File: src/rtl/aclk_alarm_entry.sv
// Keypad alarm-time entry: collects four BCD digits (HH:MM, 24-hour), validates
// them, and issues a one-cycle load strobe with stable digits to the alarm register.
module aclk_alarm_entry #(
  parameter int unsigned TIMEOUT_CYCLES = 2560,
  parameter int unsigned TMR_W          = 12
) (
  input  logic       clock,
  input  logic       reset,
  input  logic [3:0] key_digit,
  input  logic       key_valid,
  input  logic       alarm_btn,
  input  logic       cancel_btn,
  output logic [3:0] new_alarm_ms_hr,
  output logic [3:0] new_alarm_ls_hr,
  output logic [3:0] new_alarm_ms_min,
  output logic [3:0] new_alarm_ls_min,
  output logic       load_new_alarm,
  output logic       entry_active,
  output logic       entry_error,
  output logic [2:0] digit_count
);

  typedef enum logic [1:0] {
    S_IDLE   = 2'd0,
    S_ENTRY  = 2'd1,
    S_COMMIT = 2'd2,
    S_ERROR  = 2'd3
  } state_t;

  localparam logic [TMR_W-1:0] TIMER_LAST = TMR_W'(TIMEOUT_CYCLES - 1);

  state_t           state;
  logic [TMR_W-1:0] timer;
  logic             key_ok;
  logic             time_legal;

  // NOTE: every signal driven from always_comb gets a default first, so no
  // path leaves it unassigned and no latch is inferred.
  always_comb begin
    key_ok     = 1'b0;
    time_legal = 1'b0;
    key_ok     = key_valid && (key_digit <= 4'd9) && (digit_count < 3'd4);
    time_legal = ((new_alarm_ms_hr < 4'd2 && new_alarm_ls_hr <= 4'd9) ||
                  (new_alarm_ms_hr == 4'd2 && new_alarm_ls_hr <= 4'd3)) &&
                 (new_alarm_ms_min <= 4'd5) && (new_alarm_ls_min <= 4'd9);
  end

  assign entry_active = (state == S_ENTRY);

  // NOTE: all state here uses non-blocking assignments so every register
  // samples pre-edge values, independent of statement order.
  always_ff @(posedge clock or negedge reset) begin
    if (!reset) begin
      state            <= S_IDLE;
      timer            <= '0;
      digit_count      <= 3'd0;
      new_alarm_ms_hr  <= 4'd0;
      new_alarm_ls_hr  <= 4'd0;
      new_alarm_ms_min <= 4'd0;
      new_alarm_ls_min <= 4'd0;
      load_new_alarm   <= 1'b0;
      entry_error      <= 1'b0;
    end else begin
      load_new_alarm <= 1'b0;
      entry_error    <= 1'b0;
      case (state)
        S_IDLE: begin
          if (alarm_btn) begin
            state            <= S_ENTRY;
            timer            <= '0;
            digit_count      <= 3'd0;
            new_alarm_ms_hr  <= 4'd0;
            new_alarm_ls_hr  <= 4'd0;
            new_alarm_ms_min <= 4'd0;
            new_alarm_ls_min <= 4'd0;
          end
        end
        S_ENTRY: begin
          // Cancel beats commit beats key beats timeout.
          if (cancel_btn) begin
            state <= S_IDLE;
          end else if (alarm_btn) begin
            if (digit_count == 3'd4 && time_legal) begin
              state          <= S_COMMIT;
              load_new_alarm <= 1'b1;
            end else begin
              state       <= S_ERROR;
              entry_error <= 1'b1;
            end
          end else if (key_ok) begin
            new_alarm_ms_hr  <= new_alarm_ls_hr;
            new_alarm_ls_hr  <= new_alarm_ms_min;
            new_alarm_ms_min <= new_alarm_ls_min;
            new_alarm_ls_min <= key_digit;
            digit_count      <= digit_count + 3'd1;
            timer            <= '0;
          end else if (timer == TIMER_LAST) begin
            state <= S_IDLE;
          end else begin
            timer <= timer + TMR_W'(1);
          end
        end
        S_COMMIT: state <= S_IDLE;
        S_ERROR:  state <= S_IDLE;
        default:  state <= S_IDLE;
      endcase
    end
  end

endmodule

File: config.mk
export PLATFORM = sky130hd
export DESIGN_NAME = aclk_alarm_entry
export DESIGN_NICKNAME = d
export VERILOG_FILES = /design/src/rtl/aclk_alarm_entry.sv
export SDC_FILE = /design/constraint.sdc
export NUM_CORES = 1
export LEC_CHECK = 0
export ABC_AREA = 1
export BUFFER_PORTS_ARGS = -buffer_cell sky130_fd_sc_hd__buf_2
export CORE_UTILIZATION = 30
export DETAILED_ROUTE_END_ITERATION = 8
export PLACE_DENSITY = 0.57
export RECOVER_POWER = 100
export SLEW_MARGIN = 5
export SYNTH_ARGS = -nofsm -noshare
export SYNTH_HDL_FRONTEND = slang
export SYNTH_SLANG_ARGS = --single-unit
File: constraint.sdc
create_clock -name clock -period 2.2 [get_ports clock]
set_input_delay 0.44 -clock clock [delete_from_list [all_inputs] [get_ports clock]]
set_output_delay 0.44 -clock clock [all_outputs]
set_load 0.01 [all_outputs]
==> impl_metrics.csv <==
group,metric,value,unit
run_status,outcome,"complete, no violations",
synthesis,synth_cell_types,28,
synthesis,ys.flop_type,"dfrtp_1",
timing,fin_skew,0.0103,ns
power_and_ir_drop,comb_power_share,37.6,%
place,place_inst,327,
worst_setup_path,slowest_delay,0.39,ns
cells_and_area,drive_gt1_share,10.0,%
worst_setup_path,cp_max_fo,14,
timing,setup_viol,0,
cells_and_area,diodes,0,
floorplanning,placementRows,28,
timing,timing.final.crit_share,81.2,%
cts,cts-hold-fix-buffers,0,
power_and_ir_drop,sequentialPowerShare,40.0,%
floorplanning,start_util,31.8,%
synthesis,synth.cell_area,1910,um^2
worst_setup_path,worstSetupPathType,"reg2reg",
place,routabilityCongestion,0.777,
detailed_routing,ant_nets,0,
power_and_ir_drop,p_sw_share,41.3,%
floorplanning,die_x,81.9,um
timing,min_period,1.79,ns
synthesis,synthTopCellsByCount,"50 x nand2_1, 39 x inv_1, 35 x dfrtp_1",
timing,rsz0062_at_grt,"false",
power_and_ir_drop,total_power,2240,uW
cts,clockBufferDepth,2,
cts,clkTransAtPathRegs,0.08,ns
timing,clock.fmax,0.560,GHz
worst_setup_path,endpoint_kind,"register",
synthesis,ys_warn_count,0,
global_route,grt_max_degree,36,
power_and_ir_drop,internal_power,1310,uW
synthesis,ys_top_cells_by_area,"dfrtp_1 46%, nand2_1 9.8%, inv_1 7.6%",
cells_and_area,n_fill_cell,693,
place,portBuffers,30,
place,placed_area,2130,um^2
synthesis,synthArstFlopShare,100,%
power_and_ir_drop,p_switching,925,uW
global_route,antenna_found_initial,0,
detailed_routing,wl_per_cell,11.8,um
worst_hold_path,hold_path.class,"in2async",
worst_setup_path,cp-start-kind,"register",
cts,clock-root-buffer,"clkbuf_8",
power_and_ir_drop,leakagePower,0.000986,uW
synthesis,syn_nets,236,
worst_setup_path,crit_arrival,1.94,ns
timing,worst_slew_pin_slew,0.773,ns
power_and_ir_drop,cellPowerDensity,1070,nW/um^2
power_and_ir_drop,irDropWorstVdd,0.372,mV
floorplanning,die_y,81.9,um
detailed_routing,drcViolationCount,0,
worst_setup_path,required,2.35,ns
floorplanning,io_pins,31,
cts,cts_num_sinks,35,
power_and_ir_drop,clockPowerShare,22.3,%
global_route,grt_overflow,0,
cts,numCtsBuffers,5,
cts,insertion_delay,0.29,ns
cells_and_area,multi_input_area,729,um^2
global_route,grt_pass1_wl,6.70,mm
synthesis,synth_edf_count,0,
synthesis,synth_cells,224,
cells_and_area,area_delta_synth_final,9.54,%
worst_setup_path,slowest_stage,"dfrtp_1",
floorplanning,die_area,6700,um^2
timing,setup-tns-final,0,ns
worst_setup_path,path_cells,"ha_1, nand3_1, nor2_1, nand3_1, nand2_1, nand2_4, inv_2, o21ai_0",
cts,cts.repair.resized,0,
place,place_hpwl,2.95,mm
cells_and_area,fin_nets,271,
global_route,grt_pass1_vias,1431,
synthesis,synth.avg_cell_area,8.55,um^2
cts,h-tree-depth,2,
synthesis,synth.yosys.seq_area_share,45.8,%
floorplanning,core-area,6030,um^2
synthesis,ys_ff_latch,35,
cts,cts_tree,"built",
detailed_routing,vias,1537,
run,drv_cap,0,
cells_and_area,regArea,876,um^2
cells_and_area,postLayoutCellArea,2100,um^2
synthesis,synth_top_cell_by_area,"dfrtp_1",
worst_setup_path,cpMostUsedCell,"nand3_1",
detailed_routing,via_per_inst,4.59,
cts,post_cts_buffers,0,
timing,relSlewSlack,48.5,%
cells_and_area,fin_cells,335,
synthesis,yosysMostFrequentCell,"nand2_1",
detailed_routing,drt_first_pass_iters,4,
detailed_routing,first_iter_violations,92,
timing,finalHoldViolCount,0,
detailed_routing,wl,3.95,mm
synthesis,synth_top_area_share,45.8,%
timing,finalMaxSlewViolations,0,
global_route,grt.total_usage,13.3,%
==> critical path, delay by kind of cell, from the launching register on <==
kind | cells | cell delay, ns
buf+inv | 1 | 0.18
compound gates | 1 | 0.13
fa+ha+maj | 1 | 0.23
simple gates | 5 | 0.73
flops | 1 | 0.39
==> cell families (layout without fill, tap and decap cells) <==
group	Yosys count	in the layout	synth area share, %
AOI/OAI and AO/OA	35	35	14.7
adders and majority gates	3	3	1.96
buffers and inverters	47	83	10.9
DFF	35	35	45.8
and+or+nand+nor	104	104	26.7
==> sequential cells by signal (all words and copies together) (netlist names) <==
register          cells
timer                12
new_alarm_ms_min      4
new_alarm_ms_hr       4
digit_count           3
new_alarm_ls_hr       4
entry_error           1
load_new_alarm        1
state                 2
new_alarm_ls_min      4
==> metal layers <==
metal | part of all wire, % | vias up | track usage (%)
met5 | 0 | - | 0
met4 | 1.6 | 0 | 4.74
li1 | - | 792 | -
met2 | 45 | 26 | 20.4
met1 | 51 | 715 | 18.1
met3 | 3.3 | 4 | 3.00
==> power by group through the flow <==
stage | Clock, uW | Sequential (uW) | Combinational, uW
floorplan | 0 | 957 | 694
global placement | 0 | 905 | 992
detailed placement | 0 | 908 | 1000
CTS | 518 | 896 | 1010
global route | 542 | 919 | 945
finish | 499 | 896 | 842
==> path summary, 6_finish.rpt <==
path	end	cells after the start	from	slack (ns)
hold reg to reg	timer[11]	2	timer[11]	0.53
hold / removal	timer[11]	1	reset	0.23
max in group asynchronous	timer[2]	1	reset	1.48
min in group clock	load_new_alarm	2	cancel_btn	0.35
setup reg to reg	timer[5]	8	timer[1]	0.41
setup / recovery	timer[5]	8	timer[1]	0.41
==> cell usage in the layout, fill, tap and decap left out, drive strengths merged <==
cell type,synthesis,layout
nand2,54,54
inv,43,43
dfrtp,35,35
clkbuf,0,28
nor2,21,21
nand3,17,17
o21ai,16,16
o22ai,12,12
buf,4,10
nand4,7,7
a21oi,3,3
o21bai,3,3
ha,3,3
nor3,2,2
nand3b,2,2
nor4,1,1
a21boi,1,1
clkinv,0,1
clkinvlp,0,1
==> per-stage QoR <==
| step | hold slack (ns) | worst slack [ns] | utilization (%) |
|---|---|---|---|
| 6_report | 0.226 | 0.413 | 34.8 |
| 5_1_grt | 0.287 | 0.177 | 34.8 |
| 4_1_cts | 0.255 | 0.450 | 37.0 |
| 3_5_place_dp | 0.514 | 0.329 | 35.3 |
| 3_3_place_gp | 0.509 | 0.375 | 35.3 |
| 2_1_floorplan | 0.144 | 0.766 | - |
==> area by class of cell <==
class                   count  area share [%]
multi-input cells         142            34.8
clock inverters             2           0.776
flip-flops and latches     35            41.8
well taps                  75            4.47
repair buffers             32            6.56
clock buffers               6            3.94
inverters                  43            7.70
(Power assumes the default switching activity.)
